### src/rtl/fetch_prefetch_queue.sv
// Fetch front-end: owns the PC, issues one outstanding imem request and queues {instr, pc+4}.
// Head visible one cycle after ack; decode stall holds the head; the queue stops fetching when full.
module fetch_prefetch_queue #(
  parameter int unsigned DEPTH    = 4,
  parameter logic [31:0] RESET_PC = 32'h00400000
) (
  input  logic        clk,
  input  logic        rst_n,
  input  logic        redirect,
  input  logic [31:0] redirect_pc,
  input  logic        stall,
  output logic        imem_req,
  output logic [31:0] imem_addr,
  input  logic        imem_ack,
  input  logic [31:0] imem_rdata,
  output logic        instr_valid,
  output logic [31:0] instr_out,
  output logic [31:0] pc_plus4_out
);

  localparam int AW = $clog2(DEPTH);

  typedef enum logic [1:0] {IDLE, WAIT, WAIT_DROP} state_t;

  state_t        state_q;
  logic [31:0]   fetch_pc_q;
  logic          req_q;
  logic [31:0]   addr_q;

  logic [31:0]   instr_mem_q [DEPTH];
  logic [31:0]   pc4_mem_q   [DEPTH];
  logic [AW-1:0] head_q, tail_q;
  logic [AW:0]   count_q, count_d;

  logic          push, pop, space;
  logic [31:0]   pc_inc, redirect_pc_al;

  assign instr_valid    = (count_q != '0);
  assign pop            = instr_valid & ~stall & ~redirect;
  assign push           = (state_q == WAIT) & imem_ack & ~redirect;
  assign pc_inc         = fetch_pc_q + 32'd4;
  assign redirect_pc_al = redirect_pc & 32'hFFFF_FFFC;

  // Occupancy after this edge decides whether another request may be issued.
  assign count_d = redirect ? '0
                 : count_q + {{AW{1'b0}}, push} - {{AW{1'b0}}, pop};
  assign space   = (count_d < (AW+1)'(DEPTH));

  assign imem_req     = req_q;
  assign imem_addr    = addr_q;
  assign instr_out    = instr_valid ? instr_mem_q[head_q] : 32'h0;
  assign pc_plus4_out = instr_valid ? pc4_mem_q[head_q]   : 32'h0;

  always_ff @(posedge clk or negedge rst_n) begin
    if (!rst_n) begin
      state_q    <= IDLE;
      fetch_pc_q <= RESET_PC;
      req_q      <= 1'b0;
      addr_q     <= RESET_PC;
    end else begin
      case (state_q)
        IDLE: begin
          if (redirect) begin
            fetch_pc_q <= redirect_pc_al;
          end else if (space) begin
            req_q   <= 1'b1;
            addr_q  <= fetch_pc_q;
            state_q <= WAIT;
          end
        end
        WAIT: begin
          if (redirect) begin
            fetch_pc_q <= redirect_pc_al;
            if (imem_ack) begin
              req_q   <= 1'b0;
              state_q <= IDLE;
            end else begin
              state_q <= WAIT_DROP;
            end
          end else if (imem_ack) begin
            fetch_pc_q <= pc_inc;
            if (space) begin
              addr_q <= pc_inc;
            end else begin
              req_q   <= 1'b0;
              state_q <= IDLE;
            end
          end
        end
        WAIT_DROP: begin
          // The stale response still has to be absorbed before a new request.
          if (redirect) fetch_pc_q <= redirect_pc_al;
          if (imem_ack) begin
            req_q   <= 1'b0;
            state_q <= IDLE;
          end
        end
        default: state_q <= IDLE;
      endcase
    end
  end

  always_ff @(posedge clk or negedge rst_n) begin
    if (!rst_n) begin
      head_q  <= '0;
      tail_q  <= '0;
      count_q <= '0;
    end else if (redirect) begin
      head_q  <= '0;
      tail_q  <= '0;
      count_q <= '0;
    end else begin
      if (push) tail_q <= tail_q + AW'(1);
      if (pop)  head_q <= head_q + AW'(1);
      count_q <= count_d;
    end
  end

  always_ff @(posedge clk) begin
    if (push) begin
      instr_mem_q[tail_q] <= imem_rdata;
      pc4_mem_q[tail_q]   <= pc_inc;
    end
  end

endmodule

### config.mk
export PLATFORM = sky130hd
export DESIGN_NAME = fetch_prefetch_queue
export DESIGN_NICKNAME = d
export VERILOG_FILES = /design/src/rtl/fetch_prefetch_queue.sv
export SDC_FILE = /design/constraint.sdc
export NUM_CORES = 1
export LEC_CHECK = 0
export BUFFER_PORTS_ARGS = -buffer_cell sky130_fd_sc_hd__buf_2
export CORE_UTILIZATION = 55
export CTS_CLUSTER_SIZE = 24
export DETAILED_ROUTE_END_ITERATION = 16
export PLACE_DENSITY = 0.76
export RECOVER_POWER = 100
export SYNTH_ARGS = -nofsm -noshare
export SYNTH_HDL_FRONTEND = slang
export SYNTH_SLANG_ARGS = --single-unit
### constraint.sdc
create_clock -name clk -period 10.6 [get_ports clk]
set_input_delay 1.06 -clock clk [delete_from_list [all_inputs] [get_ports clk]]
set_output_delay 1.06 -clock clk [all_outputs]
set_load 0.02 [all_outputs]
; ---- Yosys cells after proc, flatten, opt, wreduce, memory -nomap -nowiden
; Memory sizes are Yosys's and may differ from the RTL's.
; Index checks and enable logic that the tools add are counted.
[totals]
mem_count = 2
elab_cells = 79
in_bits = 69
ram_bits = 256
ff_bits = 74
output_inout_bits = 98
[mem_list]
columns = memory, depth, width, read_ports, rd_ports_with_merged_regs, wr, line
row1 = instr_mem_q, 4, 32, 1, 0, 1, 30  ; logic [31:0] instr_mem_q [DEPTH];
row2 = pc4_mem_q, 4, 32, 1, 0, 1, 31  ; logic [31:0] pc4_mem_q [DEPTH];
[classes]
n_bitwise = 6
eq_ne = 11
n_mux = 35
addsub = 5
n_lt_le_gt_ge = 1
reduce_logical = 12
[op_table]
columns = cell, n
row1 = $mux W32, 10
row2 = $pmux W32 S2, 2
row3 = $add A32 B3 Y32 const B, 1
row4 = $mux W2, 11
row5 = $ne A2 B2 Y1 const B, 6
row6 = $reduce_and A5 Y1, 2
row7 = $mux W1, 8
row8 = $reduce_bool A2 Y1, 4
row9 = $mux W3, 2
row10 = $ne A3 B3 Y1 const B, 2
row11 = $pmux W2 S3, 1
row12 = $reduce_and A6 Y1, 1
row13 = $reduce_bool A3 Y1, 2
row14 = $add A2 B1 Y2 const B, 2
row15 = $and A1 B1 Y1, 4
row16 = $add A3 B1 Y3, 1
row17 = $lt A3 B3 Y1 const B, 1
row18 = $pmux W1 S3, 1
row19 = $reduce_and A3 Y1, 1
row20 = $sub A3 B1 Y3, 1
row21 = $eq A2 B1 Y1 const B, 1
row22 = $eq A2 B2 Y1 const B, 1
row23 = $logic_not A2 Y1, 1
row24 = $ne A2 B1 Y1 const B, 1
row25 = other kinds (2), 3

; ---- Longest topological paths before layout
; Gate-level depths: netlist of run 1.
[depth]
ltp_word = 11
mapped_depth = 18
mapped_depth_nobuf = 15

; ---- Worst setup path after synthesis of run 1
; Ideal clock, no wire load.
[synth_timing]
path_type = input to register
startpoint = input redirect
endpoint = register addr_q[22] (netlist: imem_addr[22])
setup_ns = 0.073
required_time_ns = 10.527
t_arrival_ns = 3.471
slack_ns = 7.056
path_buffers = 3
path_stages = 15
cell_sequence = clkbuf_1 -> nor2_1 -> inv_1 -> ha_1 -> inv_1 -> ha_1 -> inv_1 -> fa_1 -> xnor3_1 -> nand2_1 -> a21oi_1 -> buf_2 -> buf_1 -> nor2_1 -> a21oi_1
[synth_between]
elab_chain_len = 8
elab_cells_between_ends = 12
cone_classes = add/sub (2) / order compare (1) / eq/ne (4) / mux (1) / bitwise (3) / reduce/logical (1)
[synth_lines]
columns = element, line
row1 = start: declaration, 9  ; input logic redirect,
row2 = $not A1 Y1, "39, 40"
row3 = $and A1 B1 Y1, 40  ; assign push = (state_q == WAIT) & imem_ack & ~redirect;
row4 = $add A3 B1 Y3, 46  ; : count_q + {{AW{1'b0}}, push} - {{AW{1'b0}}, pop};
row5 = $sub A3 B1 Y3, 46
row6 = $mux W3, 45  ; assign count_d = redirect ? '0
row7 = $lt A3 B3 Y1, 47  ; assign space = (count_d < (AW+1)'(DEPTH));
row8 = $ne A2 B2 Y1 (no line), --
row9 = $reduce_and A6 Y1 (no line) *, --
row10 = end signal: assignment, 67  ; addr_q <= fetch_pc_q;
row11 = end signal: assignment, 83  ; addr_q <= pc_inc;
row12 = end: declaration, 28  ; logic [31:0] addr_q;
; Mark *: on every way between the ends. The rest lies on a longest branch, timed or not.
; A chain may end at the register's enable or synchronous reset.

; ---- Final worst setup path of run 1
[layout_timing]
startpoint = register state_q[1]
endpoint = memory pc4_mem_q[0][29] (enable)
[layout_between]
elab_chain_len = 5
[layout_lines]
columns = element, line
row1 = start: declaration, 25  ; state_t state_q;
row2 = start signal: assignment, 56  ; state_q <= IDLE;
row3 = start signal: assignment, 68  ; state_q <= WAIT;
row4 = start signal: assignment, 76  ; state_q <= IDLE;
row5 = $eq A2 B1 Y1, 40
row6 = $and A1 B1 Y1 (2 in a row), 40
row7 = $mux W1, 120  ; if (push) begin
row8 = $mux W1 (implied by the code), 122  ; pc4_mem_q[tail_q] <= pc_inc;
row9 = end: declaration, 31
; No other way between the ends.

==> results of run 1 <==
[metrics by stage]
stage / hold slack [ns] / setup WS [ns]
after floorplan: 0.508 / 7.06
after global placement: 0.479 / 6.43
after detailed placement: 0.489 / 6.34
after CTS: 0.505 / 6.36
after global routing: 0.537 / 3.08
final: 0.501 / 3.79
[placed cells by master (no fill, tap or decap), drive strengths merged, types with 3 or more instances in the layout]
cell	netlist	final
edfxtp	248	248
clkbuf	36	178
dfrtp	68	68
a21oi	67	67
nor2b	66	66
mux4	62	62
nor2	46	46
nand2	44	44
buf	37	38
xnor2	31	31
nand3	29	29
xor2	28	28
o22ai	20	20
a2bb2oi	20	20
nand4	20	20
o21ai	14	14
inv	13	13
ha	11	11
and3	9	9
and2	9	9
clkinv	0	8
and4	5	5
a31oi	4	4
conb	1	4
nand2b	3	3
bufinv	0	3
nor4	3	3
nor3	3	3
[worst register-to-register path: cells and delay by family, from the launching register on]
family | cells | cell delay [ns]
and+or+nand+nor | 3 | 4.27
buffers and inverters | 2 | 1.38
DFF | 1 | 0.43
adders and majority gates | 1 | 0.13
[flip-flops by register name (all words and copies together) (netlist names)]
signal / cells
count_q: 3
imem_req: 1
head_q: 2
fetch_pc_q: 30
state_q: 2
pc4_mem_q: 120
tail_q: 2
instr_mem_q: 128
imem_addr: 30
[power groups by stage]
stage	clock (mW)	sequential, mW	combinational [mW]
final	1.06	1.82	1.48
after global placement	0	1.82	1.49
after CTS	1.08	1.81	1.54
after floorplan	0	1.78	1.13
after detailed placement	0	1.83	1.53
after global routing	1.12	1.85	1.62
[kinds of logic (layout without fill, tap and decap cells)]
family	after synthesis	after routing	share of synthesized area
AO/OA/AOI/OAI	133	133	0.0577
AND/OR/NAND/NOR	240	240	0.0937
multiplexers	66	66	0.104
adder cells (fa/ha/maj)	12	12	0.0114
buffers and inverters	86	240	0.0269
flip-flops	318	318	0.667
XOR/XNOR	60	60	0.0391
other	1	4	0.000272
[layer usage]
metal,up-vias,part of all wire,GRT usage,wire (um)
li1,3711,-,-,-
met1,4033,0.42,0.301,11700
met2,282,0.50,0.382,14100
met3,38,0.067,0.0346,1880
met4,0,0.019,0.0571,542
met5,-,0,0,0
[area by class of cell]
class	instances	area (um2)
Fill cell	1846	8880
Sequential cell	318	9210
Clock buffer	46	852
Multi-Input combinational cell	515	4240
Inverter	13	48.8
Timing Repair Buffer	170	698
Clock inverter	11	128
Tap cell	324	405
[Yosys cell counts, drive strengths merged]
cell type	number
a21o	2
a21oi	67
a2bb2oi	20
a31oi	4
a32o	1
and2	9
and3	9
and4	5
buf	37
clkbuf	36
conb	1
dfrtp	68
dfstp	2
edfxtp	248
fa	1
ha	11
inv	13
mux2	2
mux2i	2
mux4	62
nand2	44
nand2b	3
nand3	29
nand3b	1
nand4	20
nor2	46
nor2b	66
nor3	3
nor4	3
o211ai	2
o21a	1
o21ai	14
o22a	2
o22ai	20
or3	2
xnor2	31
xnor3	1
xor2	28
[how the worst max path moves through the flow]
| stage | endpoint | depth (start not counted) | slack [ns] | startpoint |
|---|---|---|---|---|
| CTS | imem_addr[7] | 16 | 6.36 | state_q[1] |
| global placement | imem_addr[11] | 14 | 6.43 | imem_ack |
| floorplan | imem_addr[22] | 15 | 7.06 | redirect |
| detailed placement | imem_addr[11] | 14 | 6.34 | imem_ack |
| global route | instr_mem_q[0][17] | 6 | 3.08 | state_q[1] |
| finish | pc4_mem_q[0][29] | 6 | 3.79 | state_q[1] |
==> reports/results.txt, run 1 <==
Placed Area: 14800 um2
CTS Hold Buffers Added: 0
status: complete, but fails checks
Startpoint Class: flop
Int Power: 2.79 mW
number of gates resized after CTS: 0
H-tree lvl count: 1
crit end category: flop
initial antenna violation count: 0
slowest stage delay, CP: 3.43 ns
Synth area leaders: edfxtp_1 (54%), dfrtp_1 (12%), mux4_2 (10%)
Post-Syn Area per Cell: 15.1 um2
Max clock buf depth: 3
effective utilization at floorplan: 0.564
first-pass GRT wire length: 44400 um
CTS root buffer: clkbuf_16
Worst Path Arrival: 6.82 ns
WL/cell: 20.2 um
core area: 24500 um2
fin util: 0.637
Post-Synthesis Cell Area: 13800 um2
Hold Startpoint: imem_req
Yosys top cell by area: edfxtp_1
Slew Viols, Final: 449
Setup TNS: 0 ns
Worst-path clk slew: 0.06 ns
worst-margin pin slew: 4.79 ns
final number of setup-violating endpoints: 0
drt initial violations: 513
reg2reg start: state_q[1]
Worst Path Buf+Inv: 2
flop2flop setup slack: 3.79 ns
synthesis-stage register bit count: 318
Yosys cell types: 45
combinational share of power: 0.339
CTS tree: yes
VDD IR-drop max: 226 uV
Post-Syn Instances: 916
row cnt: 57
r2r endpoint: pc4_mem_q[0][29]
hold path depth: 1
Vias/cell: 5.77
Reg2Reg Depth: 6
total routed wirelength: 28200 um
dpl hpwl: 16900 um
PwrDens: 279 nW/um2
Hold Crit Class: flop to flop
DRC Markers: 0
Port Buffers: 160
clock skew: 0.0167 ns
RSZ-0062 raised after global routing: no
CTS buffer count: 31
Total Routing Usage GR: 0.223
die area: 25700 um2
Post-Layout Cell Count: 1397
Design Area, Final: 15600 um2
CP max-delay cell: and2_0
RD Place Congestion: 0.807
Antenna Nets Post-Route: 0
vias in the first global route: 8202
Worst Setup Path Type: flop to flop
fin crit share: 0.642
Placed Cells incl. Taps: 1340
area delta synth->final: 12.9%
Clock Power Share: 0.243
Slew Limit Headroom: -2.19
largest net degree at the start of global routing: 88
crit path cell chain: inv_1 > ha_1 > clkbuf_1 > nand2_1 > nor2_1 > and2_0
sequential area share after synthesis: 0.667
final net count: 1130
Clock Latency Late Sink: 0.54 ns
failing checks: max-capacitance violations, max-slew violations
leak pwr: 5.11 nW
die height: 160 um
clock period minus worst slack: 6.81 ns
number of synthesis warnings: 0
CP delay by family, top: simple AND/OR/NAND/NOR gates
worst path required time: 10.62 ns
sequential share of power: 0.417
total power: 4.35 mW
net switching power: 1.56 mW
layout cell share with drive strength beyond 1: 0.144
final count of hold timing violations: 0
Synth top area share: 0.540
total grt overflow: 0
post-CTS setup buffer count: 0
vias after detailed routing: 8064
maximum clock rate: 0.147 GHz
Top Ports: 167
CTS Sinks: 318
Die Wd: 160 um
ANT cells: 0
Hold Crit Endpoint: imem_req
largest fanout on the critical path: 62
Switching Fraction: 0.358
first-pass iteration count of the detailed router: 5
number of max-cap violations: 9
Note: power is estimated with default switching activity, not from simulation.
==> run 2, diff against run 1 <==
--- a/config.mk
+++ b/config.mk
@@ -5,8 +5,9 @@
 export SDC_FILE = /design/constraint.sdc
 export NUM_CORES = 1
 export LEC_CHECK = 0
+export ABC_AREA = 1
 export BUFFER_PORTS_ARGS = -buffer_cell sky130_fd_sc_hd__buf_2
-export CORE_UTILIZATION = 55
+export CORE_UTILIZATION = 53
 export CTS_CLUSTER_SIZE = 24
 export DETAILED_ROUTE_END_ITERATION = 16
 export PLACE_DENSITY = 0.76
==> constraint.sdc (replaced) <==
create_clock -name clk -period 6.2 [get_ports clk]
set_input_delay 0.62 -clock clk [delete_from_list [all_inputs] [get_ports clk]]
set_output_delay 0.62 -clock clk [all_outputs]
set_load 0.02 [all_outputs]
==> reports/results.txt, run 2 <==
Top Ports: 167
Vias/cell: 5.38
synthesis-stage register bit count: 318
area delta synth->final: 13.3%
ANT cells: 0
maximum clock rate: 0.209 GHz
VDD IR-drop max: 334 uV
most frequent cell after synthesis: nor2_1
failing checks: max-capacitance violations, max-slew violations
number of flip-flops in the largest register: 128
largest fanout on the critical path: 86
number of max-cap violations: 7
fin crit share: 0.773
first-pass iteration count of the detailed router: 6
Port Buffers: 160
met2 wire len: 15400 um
number of gates resized after CTS: 0
WL/cell: 17.0 um
total routed wirelength: 32700 um
Hold Crit Class: input pin to flop
CTS Hold Buffers Added: 0
first-pass GRT wire length: 50200 um
die height: 165 um
clock period minus worst slack: 4.79 ns
most common cell after layout, fill and taps aside: nor2_1
Post-Layout Cell Count: 1923
final net count: 1645
Die Wd: 165 um
DRC Markers: 0
worst-margin pin slew: 3.92 ns
Yosys cell types: 32
Slew Limit Headroom: -1.62
synth cell count leaders: nor2_1 (364), nand2_1 (261), edfxtp_1 (248)
fin util: 0.613
drt initial violations: 1050
asr flop ratio synth: 0.220
Yosys top cell by area: edfxtp_1
Max Used Layer: met4
Worst Setup Path Type: flop to output port
Antenna Nets Post-Route: 0
Post-Syn Instances: 1429
CTS Sinks: 318
largest net degree at the start of global routing: 87
Post-Synthesis Cell Area: 14100 um2
row cnt: 59
Worst-path clk slew: 0.06 ns
crit end category: output port
top_reg_cell synth: edfxtp_1
Startpoint Class: flop
worst path required time: 5.58 ns
PwrDens: 507 nW/um2
Placed Cells incl. Taps: 1866
RSZ-0062 raised after global routing: no
sequential area share after synthesis: 0.653
die area: 27200 um2
RD Place Congestion: 0.958
routed wl met3: 2470 um
leading cell types in the layout, fill and taps excluded: nor2_1 (366), nand2_1 (263), edfxtp_1 (248), o21ai_0 (169), clkbuf_1 (133)
Worst Path Arrival: 4.17 ns
Post-synth EDFFs: 248
Clock Latency Late Sink: 0.55 ns
number of synthesis warnings: 0
Synth top area share: 0.529
vias in the first global route: 9700
dpl hpwl: 19800 um
Setup TNS: 0 ns
total grt overflow: 0
fill count: 2195
final count of hold timing violations: 0
CP max-delay cell: dfrtp_1
CP delay by family, top: flip-flops
register area: 9200 um2
biggest regs: instr_mem_q: 128 flops, pc4_mem_q: 120 flops
Multi-input gate area: 4350 um2
post-CTS setup buffer count: 0
layout cell share with drive strength beyond 1: 0.0661
CTS buffer count: 31
Max clock buf depth: 3
vias after detailed routing: 10400
Total Routing Usage GR: 0.240
effective utilization at floorplan: 0.541
core area: 26100 um2
Synth area leaders: edfxtp_1 (53%), dfrtp_1 (12%), nor2_1 (9.7%)
initial antenna violation count: 1
Slew Viols, Final: 285
clock skew: 0.00974 ns
status: complete, but fails checks
Reg with most FFs: instr_mem_q
CTS root buffer: clkbuf_16
metal1 wirelength: 13800 um
crit path cell chain: inv_2 > buf_4 > o21ai_0 > a21oi_1 > clkbuf_1
Post-Syn Area per Cell: 9.86 um2
CTS tree: yes
slowest stage delay, CP: 1.64 ns
H-tree lvl count: 1
leak pwr: 6.09 nW
final number of setup-violating endpoints: 0
Worst Path Buf+Inv: 3
run 2: cell types whose count changed after synthesis, moves of 12 or more:
cell	previous run	this run
nor2b_1	66	0
a21oi_1	67	79
nor2_1	46	364
o21ai_0	14	169
inv_1	13	51
xor2_1	28	4
a2bb2oi_1	20	0
xnor2_1	31	1
nand3_1	27	48
mux4_2	62	0
nand4_1	18	3
nand2_1	44	261
run 2: kinds of logic after synthesis:
| group | count (synthesis) | share of synthesized area |
|---|---|---|
| AOI/OAI and AO/OA | 261 | 0.0948 |
| xor gates and xnor gates | 5 | 0.00311 |
| adders and majority gates | 12 | 0.0112 |
| buffers and inverters | 128 | 0.0380 |
| DFF | 318 | 0.653 |
| muxes | 2 | 0.00142 |
| other | 1 | 0.000266 |
| and+or+nand+nor | 702 | 0.198 |
run 2: where the power goes:
| group | switching [mW] | internal [mW] |
|---|---|---|
| Sequential | 0.281 | 2.77 |
| Combinational | 2.31 | 0.815 |
| Clock | 0.758 | 1.16 |
run 2: layout make-up:
| type | instances | area share |
|---|---|---|
| clock buffer | 45 | 0.0563 |
| clock inverter | 12 | 0.0102 |
| tap | 335 | 0.0263 |
| multi-input combinational | 986 | 0.272 |
| timing repair buffer | 173 | 0.0456 |
| inverter | 54 | 0.0127 |
| sequential | 318 | 0.577 |
run 2: path summary, 6_finish.rpt:
| path | startpoint | depth (start not counted) | to | slack, ns |
|---|---|---|---|---|
| worst max-delay path | head_q[0] | 5 | instr_out[24] | 1.41 |
| worst min-delay path | imem_rdata[17] | 1 | instr_mem_q[1][17] | 0.32 |
| worst max register to register | state_q[1] | 7 | instr_mem_q[1][14] | 1.55 |
| worst min register to register | imem_addr[22] | 2 | imem_addr[22] | 0.47 |
| max in group asynchronous | rst_n | 2 | head_q[1] | 2.16 |
| min in group asynchronous | rst_n | 2 | imem_addr[24] | 1.54 |
run 2: through the flow:
stage / hold WS [ns] / cell area (um2) / power [mW] / worst slack, ns
after floorplan: 0.324 / 14100 / 5.25 / 1.99
after global placement: 0.456 / 15100 / 6.22 / 2.29
after detailed placement: 0.458 / 15100 / 6.28 / 2.20
after CTS: 0.257 / 16200 / 8.21 / 2.20
after global routing: 0.304 / 16000 / 8.61 / 1.02
final: 0.321 / 16000 / 8.09 / 1.41
run 2: per-layer routing:
layer,vias to the layer above,GRT usage
met5,-,0
met4,0,0.0922
met3,68,0.0324
met2,397,0.391
met1,4815,0.329
li1,5071,-
